`config.mk`:
```
export PLATFORM = sky130hd
export DESIGN_NAME = univ_shift_reg
export DESIGN_NICKNAME = d
export VERILOG_FILES = /design/src/rtl/shift_pkg.sv /design/src/rtl/shift_next.sv /design/src/rtl/univ_shift_reg.sv
export SDC_FILE = /design/constraint.sdc
export NUM_CORES = 1
export LEC_CHECK = 0
export CAP_MARGIN = 40
export CELL_PAD_IN_SITES_DETAIL_PLACEMENT = 0
export CELL_PAD_IN_SITES_GLOBAL_PLACEMENT = 1
export CORE_ASPECT_RATIO = 1.1
export CORE_MARGIN = 5
export CORE_UTILIZATION = 25
export CTS_CLUSTER_SIZE = 20
export DETAILED_ROUTE_END_ITERATION = 8
export PLACE_DENSITY = 0.72
export SYNTH_ARGS = -nofsm -noshare
export SYNTH_HDL_FRONTEND = slang
export SYNTH_SLANG_ARGS = --single-unit
```
`constraint.sdc`:
```
create_clock -name clk -period 1.35 [get_ports clk]
set_input_delay 0.27 -clock clk [delete_from_list [all_inputs] [get_ports clk]]
set_output_delay 0.27 -clock clk [all_outputs]
set_load 0.03 [all_outputs]
```
`src/rtl/shift_pkg.sv`:
```
// Shared definitions for the universal shift register: mode encodings and
// elaboration-time helpers for parameter legality and mode classification.
package shift_pkg;

    typedef enum logic [2:0] {
        MODE_HOLD = 3'b000,
        MODE_LOAD = 3'b001,
        MODE_SHL  = 3'b010,
        MODE_SHR  = 3'b011,
        MODE_ROL  = 3'b100,
        MODE_ROR  = 3'b101,
        MODE_ASR  = 3'b110,
        MODE_CLR  = 3'b111
    } shift_mode_e;

    localparam int MIN_WIDTH = 2;
    localparam int MIN_STEP  = 1;

    // True when the WIDTH/STEP pair describes a buildable register.
    function automatic bit step_legal(input int width, input int step);
        return (width >= MIN_WIDTH) && (step >= MIN_STEP) && (step <= width - 1);
    endfunction

    function automatic bit mode_counts(input shift_mode_e m);
        return (m == MODE_SHL) || (m == MODE_SHR) || (m == MODE_ASR);
    endfunction

    function automatic bit mode_departs(input shift_mode_e m);
        return (m == MODE_SHL) || (m == MODE_SHR) || (m == MODE_ASR) ||
               (m == MODE_ROL) || (m == MODE_ROR);
    endfunction

    // Left-moving operations lose their MSB first; right-moving ones their LSB.
    function automatic bit mode_departs_msb(input shift_mode_e m);
        return (m == MODE_SHL) || (m == MODE_ROL);
    endfunction

endpackage

```
`src/rtl/shift_next.sv`:
```
// Combinational next-value selection for the shift register datapath:
// produces the post-operation contents and the bit that leaves the register.
module shift_next
    import shift_pkg::*;
#(
    parameter int WIDTH = 8,
    parameter int STEP  = 1
) (
    input  logic [WIDTH-1:0] cur,
    input  shift_mode_e      mode,
    input  logic             sin_l,
    input  logic             sin_r,
    output logic [WIDTH-1:0] nxt,
    output logic             dep_bit
);

    logic sign_bit;

    assign sign_bit = cur[WIDTH-1];

    always_comb begin
        nxt = cur;
        unique case (mode)
            MODE_SHL: nxt = {cur[WIDTH-1-STEP:0], {STEP{sin_l}}};
            MODE_SHR: nxt = {{STEP{sin_r}}, cur[WIDTH-1:STEP]};
            MODE_ASR: nxt = {{STEP{sign_bit}}, cur[WIDTH-1:STEP]};
            MODE_ROL: nxt = {cur[WIDTH-1-STEP:0], cur[WIDTH-1:WIDTH-STEP]};
            MODE_ROR: nxt = {cur[STEP-1:0], cur[WIDTH-1:STEP]};
            MODE_CLR: nxt = '0;
            default:  nxt = cur;
        endcase
    end

    // Only the edge-most bit is reported even when STEP > 1.
    always_comb begin
        dep_bit = cur[0];
        if (mode_departs_msb(mode)) begin
            dep_bit = cur[WIDTH-1];
        end
    end

endmodule

```
`src/rtl/univ_shift_reg.sv`:
```
// Universal shift register: load, logical/arithmetic shift, rotate and clear,
// with a saturating count of bits shifted out since the last load.
module univ_shift_reg
    import shift_pkg::*;
#(
    parameter int WIDTH = 8,
    parameter int STEP  = 1
) (
    input  logic                         clk,
    input  logic                         rst,
    input  logic                         ex,
    input  logic [2:0]                   mode,
    input  logic [WIDTH-1:0]             in,
    input  logic                         sin_l,
    input  logic                         sin_r,
    output logic [WIDTH-1:0]             out,
    output logic                         sout,
    output logic [$clog2(WIDTH+1)-1:0]   cnt,
    output logic                         drained
);

    localparam int CNT_W = $clog2(WIDTH + 1);
    localparam logic [CNT_W-1:0] CNT_SAT = CNT_W'(WIDTH);
    localparam logic [CNT_W-1:0] CNT_INC = CNT_W'(STEP);

    generate
        if (!step_legal(WIDTH, STEP)) begin : g_bad_params
            $error("univ_shift_reg: WIDTH must be >= 2 and STEP in [1, WIDTH-1]");
        end
    endgenerate

    // Never wraps: STEP < WIDTH keeps CNT_SAT - CNT_INC non-negative.
    function automatic logic [CNT_W-1:0] sat_add_step(input logic [CNT_W-1:0] c);
        if (c >= CNT_SAT - CNT_INC) begin
            return CNT_SAT;
        end
        return c + CNT_INC;
    endfunction

    shift_mode_e      mode_e;
    logic [WIDTH-1:0] shift_nxt;
    logic             dep_bit;

    logic [WIDTH-1:0] out_p0;
    logic             sout_p0;
    logic [CNT_W-1:0] cnt_p0;

    logic [WIDTH-1:0] out_p1;
    logic             sout_p1;
    logic [CNT_W-1:0] cnt_p1;

    assign mode_e = shift_mode_e'(mode);

    shift_next #(
        .WIDTH (WIDTH),
        .STEP  (STEP)
    ) u_shift_next (
        .cur     (out_p1),
        .mode    (mode_e),
        .sin_l   (sin_l),
        .sin_r   (sin_r),
        .nxt     (shift_nxt),
        .dep_bit (dep_bit)
    );

    // Stage p0: next state selection
    always_comb begin
        out_p0  = out_p1;
        sout_p0 = sout_p1;
        cnt_p0  = cnt_p1;
        if (ex) begin
            unique case (mode_e)
                MODE_HOLD: ;
                MODE_LOAD: begin
                    out_p0 = in;
                    cnt_p0 = '0;
                end
                MODE_CLR: begin
                    out_p0  = '0;
                    sout_p0 = 1'b0;
                    cnt_p0  = '0;
                end
                default: begin
                    out_p0 = shift_nxt;
                    if (mode_departs(mode_e)) begin
                        sout_p0 = dep_bit;
                    end
                    if (mode_counts(mode_e)) begin
                        cnt_p0 = sat_add_step(cnt_p1);
                    end
                end
            endcase
        end
    end

    // Stage p1: architectural state
    always_ff @(posedge clk) begin
        if (!rst) begin
            out_p1  <= '0;
            sout_p1 <= 1'b0;
            cnt_p1  <= '0;
        end else begin
            out_p1  <= out_p0;
            sout_p1 <= sout_p0;
            cnt_p1  <= cnt_p0;
        end
    end

    assign out     = out_p1;
    assign sout    = sout_p1;
    assign cnt     = cnt_p1;
    assign drained = (cnt_p1 == CNT_SAT);

endmodule

```
==> results_dict.tcl <==
set metrics [dict create \
    status "finished with violations" \
    violations "setup timing" \
    synth_edf_count 0 \
    synth_top_area_share 0.2938 \
    nNetsFinal 189 \
    final-hold-violation-count 0 \
    drc_errors 0 \
    post-route-min-period_ns 1.357 \
    die_y_um 72.43 \
    diodes 0 \
    fin_area_um2 1454 \
    hold_start "sout$_SDFFE_PN0P_" \
    yosys-top-cells-area "dfxtp_1 29%, o21ai_0 8.5%, a41oi_1 6.9%" \
    overflow 0 \
    startpoint_type "flop" \
    yosys_most_used_dff "dfxtp_1" \
    synth_nets 135 \
    start_util 0.2616 \
    synth_top_area_cell "dfxtp_1" \
    rsz0062_at_grt "true" \
    endpoint "drained" \
    ios 30 \
    place_ws_ns -0.4333 \
    cp.buffers_inverters 2 \
    route.antenna.remaining_nets 0 \
    placed_area_um2 1319 \
    cp.required_ns 1.08 \
    timing.rr.start "cnt[0]$_SDFFE_PN0P_" \
    power_per_cell_area_nw_per_um2 723.1 \
    grt_usage 0.1235 \
    r2r-end "cnt[3]$_SDFFE_PN0P_" \
    period_share 1.005 \
    synth_area_um2 885.9 \
    max_freq_ghz 0.7372 \
    hold_buffers 0 \
    synth_seq_area_share 0.2938 \
    power_leakage_nw 0.6019 \
    cp_slowest_stage_delay_ns 0.33 \
    clock-sinks 13 \
    avgSynthCellArea_um2 7.571 \
    gp_congestion 0.8361 \
    critPathCaptureType "output pin" \
    clk_latency_ns 0.28 \
    io_buffer_count 29 \
    crit_chain "inv_2 -> ha_4 -> nand2_2 -> nor2_2 -> buf_6" \
    worstMarginPinSlew_ns 0.3607 \
    cts_made_buffers 3 \
    crit_path_start "cnt[0]$_SDFFE_PN0P_" \
    dp_hpwl_mm 2.149 \
    critPathKind "flop to output pin" \
    die_x_um 66.76 \
    maxSlewHeadroom 0.7595 \
    design.die.area_um2 4835 \
    avgViaCountPerCell 4.995 \
    dr.pass1.iters 4 \
    vias 1089 \
    slew_violations 0 \
    finalClockSkew_ns 0.005200 \
    worst_slack_ns -0.006545 \
    vdd_ir_drop_max_v 0.0004388 \
    cp_num_cells 5 \
    cts_tree "done" \
    crit_family "flip-flops" \
    min_path_type "flop to flop" \
    num_rows 22 \
    routed_wl_mm 3.051 \
    cts_max_level 1 \
    clk_pin_slew_ns 0.08 \
    r2r_slack_ns 0.14 \
    drive_gt1_frac 0.3529 \
    arrival_ns 1.09 \
    critPathMaxFanout 2 \
    dp.cells 207 \
    cts_root_buf "clkbuf_4" \
    stdcell_count 218 \
    synth_cells 117 \
    grt_pass1_vias 1080 \
    slowest_stage "dfxtp_2" \
    grt_pass1_wl_mm 4.747 \
    routedWlPerCell_um 14.00 \
    drtIter0Drc 42 \
    worstRegToRegCells 5 \
    synth.distinct_cells 36 \
    antenna_found_initial 0 \
    async_flop_share 0 \
    core_area_um2 3386 \
    synth-seq-cells 13 \
    maxCapViolCount 0 \
    setup_viol 1 \
    clockBufferDepth 2 \
    ys_warn_count 0 \
    grt_max_degree 14 \
    area_growth_pct 64.12 \
    min_path_cells 2 \
]
cells by family (layout without fill, tap and decap cells):
family / after synthesis / after routing / share of synthesized area
compound gates: 49 / 49 / 0.3630
simple gates: 38 / 38 / 0.2119
flops: 13 / 13 / 0.2938
buf+inv: 12 / 65 / 0.06354
fa+ha+maj: 2 / 2 / 0.02824
xor+xnor: 2 / 2 / 0.02826
mux: 1 / 1 / 0.01130
cells in the final DEF, fill, tap and decap left out, types with 4 or more instances in the layout:
cell type / count
buf_4: 37
clkdlybuf4s50_1: 12
o21ai_0: 14
a31oi_1: 7
and3_1: 4
a21boi_1: 4
o21ai_1: 6
nand2_1: 14
nor2_1: 4
a41oi_1: 6
dfxtp_1: 11
cell usage after synthesis (2+ instances only):
cell and n:
o21ai_0 15, a21boi_1 4, clkbuf_1 2, o21ai_1 5, ha_1 2, buf_2 3
a41oi_1 7, dfxtp_1 13, a211oi_1 3, nor2_1 6, buf_4 2, nand2_1 15
inv_1 4, a31oi_1 8, nand3_1 3, nand2b_1 2, and3_1 4
final cells by class:
| type | count | area [um^2] |
|---|---|---|
| Fill cell | 353 | 1932 |
| Timing Repair Buffer | 56 | 464.2 |
| Clock buffer | 4 | 26.28 |
| Multi-Input combinational cell | 92 | 621.8 |
| Inverter | 5 | 18.77 |
| Sequential cell | 13 | 262.8 |
| Tap cell | 48 | 60.06 |
flip-flops by register name (all words and copies together), names as in the netlist:
| name | cells |
|---|---|
| out | 8 |
| cnt | 4 |
| sout | 1 |
per-layer routing:
metal  track usage  vias to the layer above  wire [um]
li1              -                      544          -
met5             0                        -          0
met1        0.1511                      510       1357
met3       0.04025                        5        162
met2        0.2137                       30       1513
met4       0.01806                        0         17
stage by stage:
| step | TNS (ns) | utilization | power [mW] | hold slack, ns |
|---|---|---|---|---|
| floorplan | 0 | - | 0.6110 | 0.4123 |
| CTS | -0.05630 | 0.4165 | 1.050 | 0.4710 |
| global placement | -3.920 | 0.3895 | 0.7659 | 0.4542 |
| detailed placement | -4.472 | 0.3895 | 0.7701 | 0.4615 |
| finish | -0.006545 | 0.4294 | 1.051 | 0.4631 |
| global route | -0.06708 | 0.4294 | 1.124 | 0.5119 |
worst min path at each step:
stage                                      to  slack, ns
after global placement      sout$_SDFFE_PN0P_       0.45
after floorplan           out[0]$_SDFFE_PN0P_       0.41
final                       sout$_SDFFE_PN0P_       0.46
after detailed placement    sout$_SDFFE_PN0P_       0.46
after CTS                   sout$_SDFFE_PN0P_       0.47
after global routing        sout$_SDFFE_PN0P_       0.51
where the power goes:
group | leakage, nW | switching, mW | total (mW) | internal (mW)
sequential | 0.108 | 0.0286 | 0.435 | 0.407
combinational | 0.479 | 0.188 | 0.367 | 0.179
clock | 0.0150 | 0.134 | 0.249 | 0.114
total | 0.602 | 0.351 | 1.05 | 0.700
worst register-to-register path, stage by stage (launching register included):
cell and delay (ns):
dfxtp_2 0.33, buf_4 0.14, ha_1 0.24, a21o_1 0.18, a31oi_1 0.16, nor2_1 0.06
timing repair:
| item | 4_1_cts | 5_1_grt |
|---|---|---|
| pin swaps | 4 | 4 |
| setup endpoints to repair | 10 | 13 |
| buffers inserted | 5 | 1 |
| gates resized for setup | 15 | 6 |
| cloned | 0 | 1 |
No activity file was read; power rests on OpenSTA's default activity.
